[config.mk]
export PLATFORM = sky130hd
export DESIGN_NAME = unidad_deteccion_riesgos
export DESIGN_NICKNAME = d
export VERILOG_FILES = /design/src/rtl/pipe_ctrl_pkg.sv /design/src/rtl/contador_saturado.sv /design/src/rtl/unidad_deteccion_riesgos.sv
export SDC_FILE = /design/constraint.sdc
export NUM_CORES = 1
export LEC_CHECK = 0
export ABC_AREA = 1
export CAP_MARGIN = 10
export CORE_MARGIN = 4
export CORE_UTILIZATION = 51
export CTS_CLUSTER_SIZE = 8
export DETAILED_ROUTE_END_ITERATION = 12
export MAX_ROUTING_LAYER = met4
export PLACE_DENSITY = 0.92
export SYNTH_ARGS = -nofsm -noshare
export SYNTH_HDL_FRONTEND = slang
export SYNTH_SLANG_ARGS = --single-unit
[constraint.sdc]
create_clock -name clk -period 2.23 [get_ports clk]
set_clock_uncertainty 0.2 [all_clocks]
set_input_delay 0.5575 -clock clk [delete_from_list [all_inputs] [get_ports clk]]
set_output_delay 0.5575 -clock clk [all_outputs]
set_load 0.01 [all_outputs]
[src/rtl/pipe_ctrl_pkg.sv]
// Shared pipeline-control definitions used by the hazard unit and the forwarding unit.
package pipe_ctrl_pkg;

   localparam int unsigned REG_W = 4;

   typedef enum logic {
      RUN,
      WAIT
   } estado_t;

   // Forwarding mux selects, decoded by the EXE-stage forwarding unit
   localparam logic [1:0] FWD_ID  = 2'd0;
   localparam logic [1:0] FWD_MEM = 2'd1;
   localparam logic [1:0] FWD_WB  = 2'd2;

endpackage

[src/rtl/contador_saturado.sv]
// Event counter that sticks at all-ones instead of wrapping.
module contador_saturado #(
   parameter int unsigned W = 16
) (
   input  logic         clk,
   input  logic         rst,
   input  logic         inc,
   input  logic         clr,
   output logic [W-1:0] count
);

   logic [W-1:0] count_q;

   always_ff @(posedge clk) begin
      if (rst || clr) begin
         count_q <= '0;
      end else if (inc && (count_q != {W{1'b1}})) begin
         count_q <= count_q + W'(1);
      end
   end

   assign count = count_q;

endmodule

[src/rtl/unidad_deteccion_riesgos.sv]
// Hazard detection: load-use stall, taken-branch flush and memory-wait freeze,
// with a wait-timeout monitor and saturating event counters.
module unidad_deteccion_riesgos
   import pipe_ctrl_pkg::*;
#(
   parameter int unsigned CNT_W    = 16,
   parameter int unsigned MAX_WAIT = 64
) (
   input  logic             clk,
   input  logic             rst,
   input  logic [REG_W-1:0] src1_ID,
   input  logic [REG_W-1:0] src2_ID,
   input  logic             use_src2_ID,
   input  logic [REG_W-1:0] st_src_ID,
   input  logic             use_st_ID,
   input  logic [REG_W-1:0] dest_EXE,
   input  logic             MEM_R_EN_EXE,
   input  logic             branch_taken_EXE,
   input  logic             mem_req_MEM,
   input  logic             mem_ready,
   input  logic             cnt_clr,
   output logic             stall_IF,
   output logic             stall_ID,
   output logic             bubble_EXE,
   output logic             flush_IF_ID,
   output logic             flush_ID_EXE,
   output logic             freeze,
   output logic             err_timeout,
   output logic [CNT_W-1:0] cnt_load_stall,
   output logic [CNT_W-1:0] cnt_freeze,
   output logic [CNT_W-1:0] cnt_flush
);

   localparam int unsigned WCW = $clog2(MAX_WAIT + 1);
   localparam logic [WCW-1:0] MAXW = WCW'(MAX_WAIT);

   estado_t        state_q, state_d;
   logic [WCW-1:0] wait_q, wait_d;
   logic           err_q, err_set;
   logic           freeze_w, load_use;

   assign freeze_w = mem_req_MEM && !mem_ready;

   // Register 0 is deliberately not exempt
   assign load_use = MEM_R_EN_EXE && ((src1_ID == dest_EXE)
                     || (use_src2_ID && (src2_ID == dest_EXE))
                     || (use_st_ID && (st_src_ID == dest_EXE)));

   always_ff @(posedge clk) begin
      if (rst) begin
         state_q <= RUN;
         wait_q  <= '0;
         err_q   <= 1'b0;
      end else begin
         state_q <= state_d;
         wait_q  <= wait_d;
         if (cnt_clr) begin
            err_q <= 1'b0;
         end else if (err_set) begin
            err_q <= 1'b1;
         end
      end
   end

   always_comb begin
      state_d = state_q;
      wait_d  = wait_q;
      unique case (state_q)
         RUN: begin
            if (freeze_w) begin
               state_d = WAIT;
               wait_d  = WCW'(1);
            end
         end
         WAIT: begin
            if (!freeze_w) begin
               state_d = RUN;
               wait_d  = '0;
            end else if (wait_q != MAXW) begin
               wait_d = wait_q + WCW'(1);
            end
         end
         default: begin
            state_d = RUN;
            wait_d  = '0;
         end
      endcase
      err_set = freeze_w && (wait_d == MAXW);
   end

   // Freeze outranks branch flush; a branch outranks load-use since it kills ID
   always_comb begin
      stall_IF     = 1'b0;
      stall_ID     = 1'b0;
      bubble_EXE   = 1'b0;
      flush_IF_ID  = 1'b0;
      flush_ID_EXE = 1'b0;
      if (!freeze_w) begin
         if (branch_taken_EXE) begin
            flush_IF_ID  = 1'b1;
            flush_ID_EXE = 1'b1;
         end else if (load_use) begin
            stall_IF   = 1'b1;
            stall_ID   = 1'b1;
            bubble_EXE = 1'b1;
         end
      end
   end

   assign freeze      = freeze_w;
   assign err_timeout = err_q;

   contador_saturado #(.W(CNT_W)) u_cnt_load_stall (
      .clk   (clk),
      .rst   (rst),
      .inc   (bubble_EXE),
      .clr   (cnt_clr),
      .count (cnt_load_stall)
   );

   contador_saturado #(.W(CNT_W)) u_cnt_freeze (
      .clk   (clk),
      .rst   (rst),
      .inc   (freeze_w),
      .clr   (cnt_clr),
      .count (cnt_freeze)
   );

   contador_saturado #(.W(CNT_W)) u_cnt_flush (
      .clk   (clk),
      .rst   (rst),
      .inc   (flush_IF_ID),
      .clr   (cnt_clr),
      .count (cnt_flush)
   );

endmodule

## Yosys cells after proc, flatten, opt, wreduce, memory -nomap -nowiden

Index checks and enable logic that the tools add are counted.

| storage, ports and cells | value |
|---|---|
| bits in registers | 57 |
| input bits | 25 |
| output and inout bits | 55 |

| operators by class | value |
|---|---|
| $add $sub $neg | 4 |
| eq/ne operators | 8 |
| mux-type cells | 10 |
| bitwise operators | 1 |
| reduce and logical (&&, ||, !) cells | 13 |

Operators by type and width:

| cell | count |
|---|---|
| adder 16 x 1 -> 16 bit (second input constant) | 3 |
| inequality test 16 bit (second input constant) | 3 |
| 2-to-1 mux 7 bit | 3 |
| one-hot mux 7 bit (2 select lines) | 1 |
| == test 4 bit | 3 |
| logical AND 1 bit | 8 |
| adder 7 x 1 -> 7 bit (second input constant) | 1 |
| == test 7 bit (second input constant) | 1 |
| inequality test 7 bit (second input constant) | 1 |
| 2-to-1 mux 1 bit | 6 |
| logical OR 1 bit | 3 |
| OR reduction 2 bit | 1 |
| zero test 1 bit | 1 |
| inverter 1 bit | 1 |

## Logic depth before layout (Yosys ltp)

Gate-level depths: netlist of the first run.

| depth | value |
|---|---|
| depth in word-level cells | 9 |
| depth in mapped cells | 13 |
| mapped depth without buffers | 13 |

## By module

From an unflattened synthesis of the first run, not the netlist that was laid out.

| unflattened totals | value |
|---|---|
| cell total of the unflattened synthesis | 573 |
| area total of the unflattened synthesis | 3686.0 um2 |

By module, submodules not included:

| module | times used | cells each | area an instance (um2) | seq. area each (um2) |
|---|---|---|---|---|
| contador_saturado | 3 | 149 | 950.9 | 320.3 |
| unidad_deteccion_riesgos | 1 | 126 | 833.3 | 180.2 |

## Worst setup path before layout of the first run

OpenSTA, ideal clock, no wires.

| timing path | value |
|---|---|
| path kind | input -> output |
| start | in mem_ready |
| end | out stall_ID |
| arrival time | 1514 ps |
| data required time | 1472 ps |
| setup slack | -41 ps |
| stages on the path | 8 |
| path buffers | 2 |
| cells stage by stage | inv_1 -> nand2_2 -> inv_2 -> nor2_2 -> buf_2 -> nand2_1 -> inv_1 -> buf_4 |

| on the way | value |
|---|---|
| cells in the longest elaborated chain, start to end | 3 |

RTL lines:

| item | RTL line | RTL |
|---|---|---|
| start, declared | unidad_deteccion_riesgos.sv:20 | `input logic mem_ready,` |
| zero test 1 bit | unidad_deteccion_riesgos.sv:42 | `assign freeze_w = mem_req_MEM && !mem_ready;` |
| logical AND 1 bit | unidad_deteccion_riesgos.sv:42 |  |
| net freeze | unidad_deteccion_riesgos.sv:27 | `output logic freeze,` |
| 2-to-1 mux 1 bit | - |  |
| end, declared | unidad_deteccion_riesgos.sv:23 | `output logic stall_ID,` |

The timed path passes the listed nets, and every way through them passes these cells.

## Final worst setup path of the first run

| timing path | value |
|---|---|
| start | in use_st_ID |
| end | out stall_IF |

| on the way | value |
|---|---|
| cells in the longest elaborated chain, start to end | 6 |

RTL lines:

| item | RTL line | RTL |
|---|---|---|
| start, declared | unidad_deteccion_riesgos.sv:15 | `input logic use_st_ID,` |
| logical AND 1 bit | unidad_deteccion_riesgos.sv:47 | `\|\| (use_st_ID && (st_src_ID == dest_EXE)));` |
| logical OR 1 bit | unidad_deteccion_riesgos.sv:47 |  |
| logical AND 1 bit | unidad_deteccion_riesgos.sv:45 | `assign load_use = MEM_R_EN_EXE && ((src1_ID == dest_EXE)` |
| 2-to-1 mux 1 bit | unidad_deteccion_riesgos.sv:102 | `end else if (load_use) begin` |
| 2-to-1 mux 1 bit | unidad_deteccion_riesgos.sv:99 | `if (branch_taken_EXE) begin` |
| 2-to-1 mux 1 bit | unidad_deteccion_riesgos.sv:98 | `if (!freeze_w) begin` |
| end, declared | unidad_deteccion_riesgos.sv:22 | `output logic stall_IF,` |

Every way passes these cells.

==> metrics.md, run 1 <==
| Metric | Value |
|---|---|
| Clock root buffer master | clkbuf_8 |
| TritonCTS Buffers | 9 |
| Clock Latency Late Sink | 0.33 ns |
| GRT Util Overall | between 20% and 30% |
| Setup CP Type | primary input to output pin |
| Syn_area_per_cell | 6.59 µm² |
| Grt ovf | 0 |
| FF-to-FF setup slack | 0.23 ns |
| I/O Buffers | 79 |
| Peak VDD IR | 0.472 mV |
| Power per cell area | roughly 440 nW/µm² |
| Number of remaining DRC errors | 0 |
| # nets final | 668 |
| Worst setup SP type | primary input |
| Endpoint, Worst Hold | err_timeout |
| Die Y | 90.8 µm |
| Placer Congestion | 0.919 |
| Buf/Inv on CP | 3 |
| Reg2reg end | u_cnt_flush.count[3] |
| Pin count of the biggest net entering global routing | 23 |
| Internal power | between 1.5 and 2 mW |
| Combinational share of power | 10.7% |
| TNS Setup | 0 ns |
| Worst Tran Pin Value | 0.442 ns |
| Initial antenna violation count | 0 |
| Synth cell types | 36 |
| Sw Pwr | 0.550 mW |
| Synth Area in XOR/XNOR | 6.52% |
| Total of warnings raised by yosys | 0 |
| Routed Antenna Nets | 0 |
| Synthesized netlist cell count | 530 |
| Share of cells above drive strength 1 | 16.8% |
| Worst EP arrival | 1.47 ns |
| Clk sinks | 57 |
| Fin. max-slew vios | 0 |
| R2R depth | 9 |
| Placed cell area | 4500 µm² |
| Core ar. | 6490 µm² |
| Routed WL | 9730 µm |
| Die X | 90.8 µm |
| Crit path time final | ~2.2 ns |
| Routed vias/inst | between 5 and 6 |
| Slew HR | between 70% and 80% |
| Max cap viols | 0 |
| RSZ-0062 raised after global routing | true |
| Tcrit/Tclk final | 99.8% |
| Largest family of logic cells by synthesized area | simple AND/OR/NAND/NOR gates |
| DR iter-0 viols | 223 |
| Clock network power share | between 30% and 40% |
| Hold Fails Final Rpt | 0 |
| LEAKAGE | between 1.5 and 2 nW |
| Vias in the first global route | between 3000 and 4000 |
| CTS tree | done |
| Number of diodes | 0 |
| CP max stage delay | 0.21 ns |
| # rows | 29 |
| Sequential-to-total area share from yosys stat | 32.7% |
| Reg power frac | 49.8% |
| Adder-cell area share of the yosys netlist | under 10% |
| Synth Area in Compound Gates | under 10% |
| Hold_buf cts | 0 |
| Worst setup margin | around 0.0036 ns |
| Post-synthesis mux area share | 0% |
| Hold crit path type | flop to flop |
| Post-synthesis net count | 560 |
| Finished Layout Cells | 720 |
| Synth-to-layout area growth | 34.0% |
| Place WS | -0.796 ns |
| CTS max path bufs | 2 |
| H-tree levels | 3 |
| Total power | roughly 2.1 mW |
| Drt first pass iters | 5 |
| Wirelength per Cell | 13.5 µm |
| Clk slew on worst S/H paths | 0.06 ns |
| FILL cells | approximately 500 |
| I/O pin cnt | 80 |
| WHS Path Cells | 2 |
| Initial core utilization | 53.8% |
| Worst path top cell family by delay | simple AND/OR/NAND/NOR gates |
| Reg2reg start | u_cnt_flush.count[1] |
| CP max FO | 3 |
| Slowest stage cell, crit path | dlygate4sd2_1 |
| Run status | completed |
| Simple logic cell fraction of the synthesized area | about 40% |
| Syn Std Cell Area | 3490 µm² |
| Die ar. | 8240 µm² |
| Synth Register Bits | 57 |
| Post-DP HPWL | 7150 µm |
| DR vias | roughly 3800 |
| Fin area | around 4700 µm² |
| Final setup viols | 0 |
| Crit. End Element | output pin |
| Worst hold start | err_timeout |
| CP required | 1.47 ns |
| Cell count after placement | 699 |
| Critical path, cell by cell | dlygate4sd2_1 > o21ai_1 > nor2_1 > nand3_1 > nand3_4 > nand2_2 > inv_2 > buf_6 |
| First-pass GRT wire length | 16200 µm |
| Fmax | roughly 0.45 GHz |
| Sw Ratio | 26.6% |
cells by family after synthesis:
family                   count (synthesis)
adder cells (fa/ha/maj)                  5
buffers and inverters                   75
AND/OR/NAND/NOR                        307
flip-flops                              57
AO/OA/AOI/OAI                           60
XOR/XNOR                                26
repair_timing:
item                       in CTS  in global routing
resized for setup              87                 17
setup endpoints to repair      11                  4
pin swaps                      21                 12
setup buffers                   4                  1
cells in the mapped netlist, drive strengths merged:
cell type | instances | area (µm²)
nand3 | 38 | 213
nor4 | 2 | 18.8
nand2 | 135 | 532
xor2 | 19 | 166
clkbuf | 5 | 18.8
a211oi | 1 | 7.51
nand4 | 24 | 165
o21ai | 20 | 100
o21bai | 2 | 15.0
nor2 | 88 | 354
nor3 | 17 | 95.1
xnor2 | 7 | 61.3
clkinv | 1 | 3.75
ha | 5 | 62.6
a31oi | 1 | 6.26
a31o | 1 | 8.76
inv | 60 | 225
a21oi | 35 | 205
dfxtp | 57 | 1140
buf | 9 | 75.1
nor3b | 1 | 7.51
and3 | 2 | 12.5
stage by stage:
stage,hold slack [ns],utilization [%]
after floorplan,0.288,-
after global placement,0.262,69.3
after detailed placement,0.272,69.3
after CTS,0.286,72.0
after global routing,0.313,72.1
final,0.282,72.1
worst register-to-register path, cell delays in order, from the launching register on:
cell and delay, ns:
dfxtp_1 0.40, ha_1 0.23, nand3_1 0.15, nor2_1 0.20
nand3_1 0.11, nand2_2 0.12, buf_4 0.20, nor2_1 0.08
o21ai_0 0.14, a21oi_1 0.05
state kept, by name, indices dropped and copies added, names as in the netlist:
| register | count |
|---|---|
| u_cnt_flush.count | 16 |
| u_cnt_freeze.count | 16 |
| u_cnt_load_stall.count | 16 |
| wait_q | 7 |
| err_timeout | 1 |
| state_q | 1 |
worst max path at each step:
stage / from / end / slack (ns) / depth (start not counted)
floorplan: dest_EXE[3] / stall_ID / 0.04 / 9
global placement: dest_EXE[0] / stall_IF / -0.75 / 10
detailed placement: dest_EXE[0] / stall_IF / -0.80 / 10
CTS: use_src2_ID / stall_IF / 0.003 / 8
global route: dest_EXE[0] / stall_ID / -0.03 / 10
finish: use_st_ID / stall_IF / 0.004 / 8
power by group through the flow:
stage,registers (mW),clock network (mW),logic (mW)
after floorplan,1.05,0,0.109
after global placement,1.05,0,0.206
after detailed placement,1.05,0,0.214
after CTS,1.03,0.830,0.213
after global routing,1.03,0.880,0.240
final,1.03,0.816,0.220
cells in the final DEF, fill, tap and decap left out, types with 4 or more instances in the layout:
master           synthesis  routed
nand2_1                127     125
dfxtp_1                 57      56
buf_6                    0       5
nand2_2                  7       9
dlygate4sd2_1            0       5
nor3_1                  15      14
clkbuf_8                 0       9
nand3_1                 35      34
buf_2                    2       4
a21oi_2                  8       8
nor2_1                  84      83
clkdlybuf4s15_1          0       4
a21oi_1                 27      27
buf_4                    6      33
ha_1                     5       5
clkinv_2                 0       4
xnor2_1                  7       7
inv_2                    2       7
clkdlybuf4s50_1          0      51
nand4_1                 23      23
clkbuf_2                 0       6
o21ai_0                 19      17
xor2_1                  19      19
inv_1                   58      52
layout make-up:
cell class	instances	area [µm²]	area share, %
inverters	61	231	4.94
clock inverters	6	35.0	0.748
flip-flops and latches	57	1140	24.4
repair buffers	111	986	21.0
multi-input cells	398	2070	44.1
clock buffers	10	128	2.72
well taps	77	96.3	2.06
routing by layer:
metal	global-route usage (%)	share of wire (%)
met1	27.0	43
met2	42.9	51
met3	5.83	5.3
met4	6.78	1.2
met5	-	0
No activity file was read; power rests on OpenSTA's default activity.
==> inputs of run 2 (changes only) <==
--- a/config.mk
+++ b/config.mk
@@ -8,11 +8,12 @@
 export ABC_AREA = 1
 export CAP_MARGIN = 10
 export CORE_MARGIN = 4
-export CORE_UTILIZATION = 51
-export CTS_CLUSTER_SIZE = 8
+export CORE_UTILIZATION = 46
+export CTS_CLUSTER_SIZE = 16
 export DETAILED_ROUTE_END_ITERATION = 12
 export MAX_ROUTING_LAYER = met4
-export PLACE_DENSITY = 0.92
+export PLACE_DENSITY = 0.88
 export SYNTH_ARGS = -nofsm -noshare
 export SYNTH_HDL_FRONTEND = slang
 export SYNTH_SLANG_ARGS = --single-unit
+export TNS_END_PERCENT = 30
==> constraint.sdc (replaced) <==
create_clock -name clk -period 2 [get_ports clk]
set_clock_uncertainty 0.2 [all_clocks]
set_input_delay 0.5 -clock clk [delete_from_list [all_inputs] [get_ports clk]]
set_output_delay 0.5 -clock clk [all_outputs]
set_load 0.01 [all_outputs]
==> run 2 against run 1 <==
Against the previous run: the run now ends with negative setup slack left; count of clock-buffer cells in the layout grew 3; die area rose by 9.9%; via count is 1.1% higher; worst hold slack got worse by 0.0074 ns; sequential power grew 12%; critical path depth up 1; setup slack lost 0.024 ns; total power up 19%.
==> metrics.md, run 2 (synthesized netlist as in run 1, its figures left out) <==
| Metric | Value |
|---|---|
| Fmax | 0.495 GHz |
| Routed WL | around 10000 µm |
| Initial core utilization | 47.7% |
| I/O Buffers | 79 |
| Peak VDD IR | 0.428 mV |
| Worst EP arrival | 1.32 ns |
| Fin area | 4920 µm² |
| Final setup viols | 3 |
| Worst setup SP type | primary input |
| CP max FO | 4 |
| Combinational share of power | 10.5% |
| Run status | finished with violations |
| TritonCTS Buffers | 9 |
| Initial antenna violation count | 0 |
| Die X | 95.2 µm |
| TNS Setup | -0.0588 ns |
| # nets final | 675 |
| Placed cell area | 4600 µm² |
| Setup CP Type | primary input to output pin |
| Worst Tran Pin Value | 0.416 ns |
| Most frequent cells in the layout | nand2_1, nor2_1, inv_1 |
| Slew HR | 72.1% |
| Crit path time final | 2.02 ns |
| I/O pin cnt | 80 |
| Routed vias/inst | 5.16 |
| Vias in the first global route | ~3600 |
| Crit. End Element | output pin |
| Pin count of the biggest net entering global routing | 23 |
| GRT Util Overall | between 20% and 30% |
| Drt first pass iters | 6 |
| Post-DP HPWL | ~7000 µm |
| RSZ-0062 raised after global routing | true |
| LEAKAGE | 2.29 nW |
| Core ar. | 7330 µm² |
| Number of remaining DRC errors | 0 |
| Power per cell area | 497 nW/µm² |
| Clock network power share | 42.7% |
| Hold Fails Final Rpt | 0 |
| Grt ovf | 0 |
| Number of diodes | 0 |
| Fin. max-slew vios | 0 |
| Commonest non-fill, non-tap cell in the layout | nand2_1 |
| CP required | 1.30 ns |
| Worst setup margin | -0.0204 ns |
| Clk slew on worst S/H paths | 0.06 ns |
| Tcrit/Tclk final | 101% |
| Die ar. | 9060 µm² |
| CTS max path bufs | 2 |
| Share of cells above drive strength 1 | 22.8% |
| Hold crit path type | flop to flop |
| Internal power | 1.86 mW |
| DR iter-0 viols | 178 |
| Placer Congestion | 0.963 |
| Reg power frac | around 47% |
| Routed Antenna Nets | 0 |
| Synth-to-layout area growth | 40.9% |
| H-tree levels | 3 |
| Sw Ratio | 23.9% |
| Sw Pwr | between 0.5 and 0.6 mW |
| Max cap viols | 0 |
| Wirelength per Cell | roughly 13 µm |
| CTS tree | done |
| DR vias | 3865 |
| Clock root buffer master | clkbuf_8 |
| First-pass GRT wire length | about 16000 µm |
| Clk sinks | 57 |
| # rows | 31 |
| Clock Latency Late Sink | 0.33 ns |
| Violated checks | negative setup slack |
| Die Y | 95.2 µm |
## run 2: cell types whose count changed in the layout (fill, tap and decap cells not counted), moves of 4 or more
cell,change
buf_4,+6
nor2_1,-4
dlygate4sd2_1,+14
dlymetal6s2s_1,+15
clkdlybuf4s50_1,-29
dfxtp_2,+17
dfxtp_1,-18
## run 2: per-stage QoR
stage / worst slack (ns) / hold WS [ns] / total power [mW] / cells / utilization (%)
6_report: -0.0204 / 0.274 / 2.45 / 749 / 67.1
4_1_cts: -0.0809 / 0.277 / 2.45 / 748 / 65.4
5_1_grt: -0.0839 / 0.293 / 2.54 / 749 / 67.1
2_1_floorplan: -0.0767 / 0.288 / 1.30 / 530 / -
3_3_place_gp: -0.866 / 0.264 / 1.41 / 730 / 62.7
3_5_place_dp: -0.933 / 0.260 / 1.41 / 730 / 62.7
## run 2: power by group through the flow
stage | sequential [mW] | clock [mW] | combinational, mW
final | 1.15 | 1.04 | 0.258
after global routing | 1.15 | 1.11 | 0.280
after CTS | 1.15 | 1.06 | 0.236
after detailed placement | 1.17 | 0 | 0.241
after global placement | 1.17 | 0 | 0.234
after floorplan | 1.17 | 0 | 0.121
## run 2: final timing paths
check,startpoint,to,slack [ns],cells past startpoint
worst max-delay path,dest_EXE[3],bubble_EXE,-0.02,9
worst min-delay path,err_timeout,err_timeout,0.27,2
worst max register to register,u_cnt_load_stall.count[0],u_cnt_load_stall.count[12],0.14,9
worst min register to register,err_timeout,err_timeout,0.27,2
## run 2: final cells by class
cell class / instances / area [µm²]
multi-input combinational: 398 / 2130
clock inverter: 3 / 40.0
fill: 622 / 2410
sequential: 57 / 1170
tap: 99 / 124
inverter: 61 / 239
clock buffer: 13 / 149
timing repair buffer: 118 / 1070
## run 2: worst max-delay path: stages
cell      delay [ns]
buf_8           0.11
clkinv_4        0.05
nor2_4          0.03
nor3_2          0.18
nand3_2         0.11
nand3_4         0.10
nand2_2         0.05
inv_2           0.08
buf_6           0.11
## run 2: routing by layer
layer	share of wire (%)	track usage, %	vias to the layer above	wire length, µm
met5	0	-	-	0
met4	1.5	7.81	0	146
met3	7.1	3.87	15	690
met2	49	36.9	152	4770
met1	43	25.9	1744	4180
li1	-	-	1954	-
## run 2: what timing repair did
| action | 4_1_cts | 5_1_grt |
|---|---|---|
| buffers inserted | 2 | 1 |
| resized for setup | 120 | 60 |
| hold endpoints to repair | 0 | 0 |
| hold buffers | 0 | 0 |
| endpoints found under the setup margin | 52 | 48 |
| pin swaps | 22 | 16 |
==> inputs of run 3 (changes only) <==
--- a/config.mk
+++ b/config.mk
@@ -9,10 +9,12 @@
 export CAP_MARGIN = 10
 export CORE_MARGIN = 4
 export CORE_UTILIZATION = 46
+export CTS_CLUSTER_DIAMETER = 200
 export CTS_CLUSTER_SIZE = 16
 export DETAILED_ROUTE_END_ITERATION = 12
 export MAX_ROUTING_LAYER = met4
 export PLACE_DENSITY = 0.88
+export REMOVE_ABC_BUFFERS = 1
 export SYNTH_ARGS = -nofsm -noshare
 export SYNTH_HDL_FRONTEND = slang
 export SYNTH_SLANG_ARGS = --single-unit
==> run 3 against run 2 <==
Against the previous run: the run still ends with negative setup slack left; worst hold slack better by 0.0011 ns; combinational power is 6% higher; cell count is 0.13% higher; sequential share of layout area is 0.13 points lower; first-iteration DRC count is 2.2% higher; global-route usage is 0.60 points higher; largest cell class unchanged.
==> metrics.md, run 3 (synthesized netlist as in run 1, its figures left out) <==
| Metric | Value |
|---|---|
| Run status | finished with violations |
| Violated checks | negative setup slack |
| Place WS | -0.942 ns |
| Clock Latency Late Sink | about 0.34 ns |
| Power per cell area | about 510 nW/µm² |
| Crit path time final | around 2.0 ns |
| H-tree levels | 3 |
| Worst EP arrival | ~1.3 ns |
| Synth-to-layout area growth | 41.5% |
| Commonest non-fill, non-tap cell in the layout | nand2_1 |
| Share of cells above drive strength 1 | 22.1% |
| Worst setup margin | -0.0230 ns |
| Post-DP HPWL | 7140 µm |
| Cell count after placement | 729 |
| TNS Setup | -0.0641 ns |
| # rows | 31 |
| Hold_buf cts | 0 |
| CTS tree | done |
| Clk slew on worst S/H paths | 0.06 ns |
| Final Hold Slack | between 0.2 and 0.3 ns |
| DR vias | around 3900 |
| Routed Antenna Nets | 0 |
| I/O pin cnt | 80 |
| Clock root buffer master | clkbuf_8 |
| Routed vias/inst | roughly 5.2 |
| Worst path top cell family by delay | buffers and inverters |
| Peak VDD IR | between 0.3 and 0.4 mV |
| CTS max path bufs | 2 |
| Tcrit/Tclk final | 101% |
| Routed WL | between 9000 and 10000 µm |
| Fin. max-slew vios | 0 |
| Hold crit path type | flop to flop |
| CP max stage delay | ~0.18 ns |
| Buf/Inv on CP | 3 |
| Worst setup SP type | primary input |
| Placer Congestion | 0.912 |
| Die X | 95.2 µm |
| Clk sinks | between 50 and 60 |
| CP required | 1.30 ns |
| Core ar. | 7330 µm² |
| Slew HR | between 70 and 80% |
| I/O Buffers | 79 |
| Most frequent cells in the layout | nand2_1, nor2_1, inv_1 |
| Vias in the first global route | 3643 |
| Initial core utilization | 47.7% |
| Max cap viols | 0 |
| LEAKAGE | 2.46 nW |
| WP depth | 7 |
| RSZ-0062 raised after global routing | true |
| Setup CP Type | primary input to output pin |
| Die ar. | 9060 µm² |
| Wirelength per Cell | 13.3 µm |
| Final setup viols | 3 |
| Hold Fails Final Rpt | 0 |
| WHS Path Cells | 2 |
| TritonCTS Buffers | 9 |
| Number of remaining DRC errors | 0 |
| # nets final | approximately 680 |
| Grt ovf | 0 |
| Pin count of the biggest net entering global routing | 18 |
| First-pass GRT wire length | 16000 µm |
| FILL cells | 582 |
| Die Y | 95.2 µm |
| Finished Layout Cells | 750 |
| Crit. End Element | output pin |
| Fin area | 4940 µm² |
| Fmax | 0.494 GHz |
| Drt first pass iters | 5 |
| DR iter-0 viols | 182 |
| GRT Util Overall | 22.4% |
| Final core utilization | 67.4% |
| Placed cell area | 4580 µm² |
| Number of diodes | 0 |
| Critical path, cell by cell | clkdlybuf4s15_1 > xnor2_1 > nand3_1 > nand3_2 > nand2_2 > inv_2 > buf_6 |
| R2R depth | 12 |
| Worst Tran Pin Value | slightly above 0.4 ns |
| Slowest stage cell, crit path | clkdlybuf4s15_1 |
| Total power | 2.51 mW |
| CP max FO | 3 |
| Initial antenna violation count | 0 |
==> run 3: worst min-delay path: cells and delay by family, from the launching register on <==
family	cells	cell delay, ns
DFF	1	0.33
and+or+nand+nor	2	0.12
==> run 3: path summary, 6_finish.rpt <==
| kind | from | to | slack, ns |
|---|---|---|---|
| setup reg to reg | wait_q[0] | err_timeout | 0.10 |
| hold reg to reg | err_timeout | err_timeout | 0.28 |
| setup / recovery | st_src_ID[1] | stall_ID | -0.02 |
| hold / removal | err_timeout | err_timeout | 0.28 |
==> run 3: repair_timing <==
item	4_1_cts	5_1_grt
pin swaps	25	16
resized for setup	136	55
setup endpoints to repair	56	49
gates cloned	0	1
setup buffers	5	0
==> run 3: layout make-up <==
class / count / area [µm²] / share of cell area (%)
clock buffer: 12 / 155 / 3.14
sequential: 57 / 1170 / 23.6
multi-input combinational: 399 / 2110 / 42.7
inverter: 61 / 244 / 4.94
clock inverter: 3 / 40.0 / 0.810
tap: 99 / 124 / 2.51
timing repair buffer: 119 / 1100 / 22.3
==> run 3: power breakdown <==
group | total, mW | internal (mW) | switching (mW)
Combinational | 0.273 | 0.125 | 0.148
Sequential | 1.15 | 1.14 | 0.00558
Clock | 1.09 | 0.633 | 0.454
==> run 3: per-layer routing <==
| metal | global-route usage (%) | vias up | wire length, µm |
|---|---|---|---|
| li1 | - | 1957 | - |
| met1 | 27.5 | 1806 | 4170 |
| met2 | 36.0 | 156 | 4930 |
| met3 | 5.68 | 18 | 638 |
| met4 | 7.21 | 0 | 201 |
| met5 | - | - | 0 |
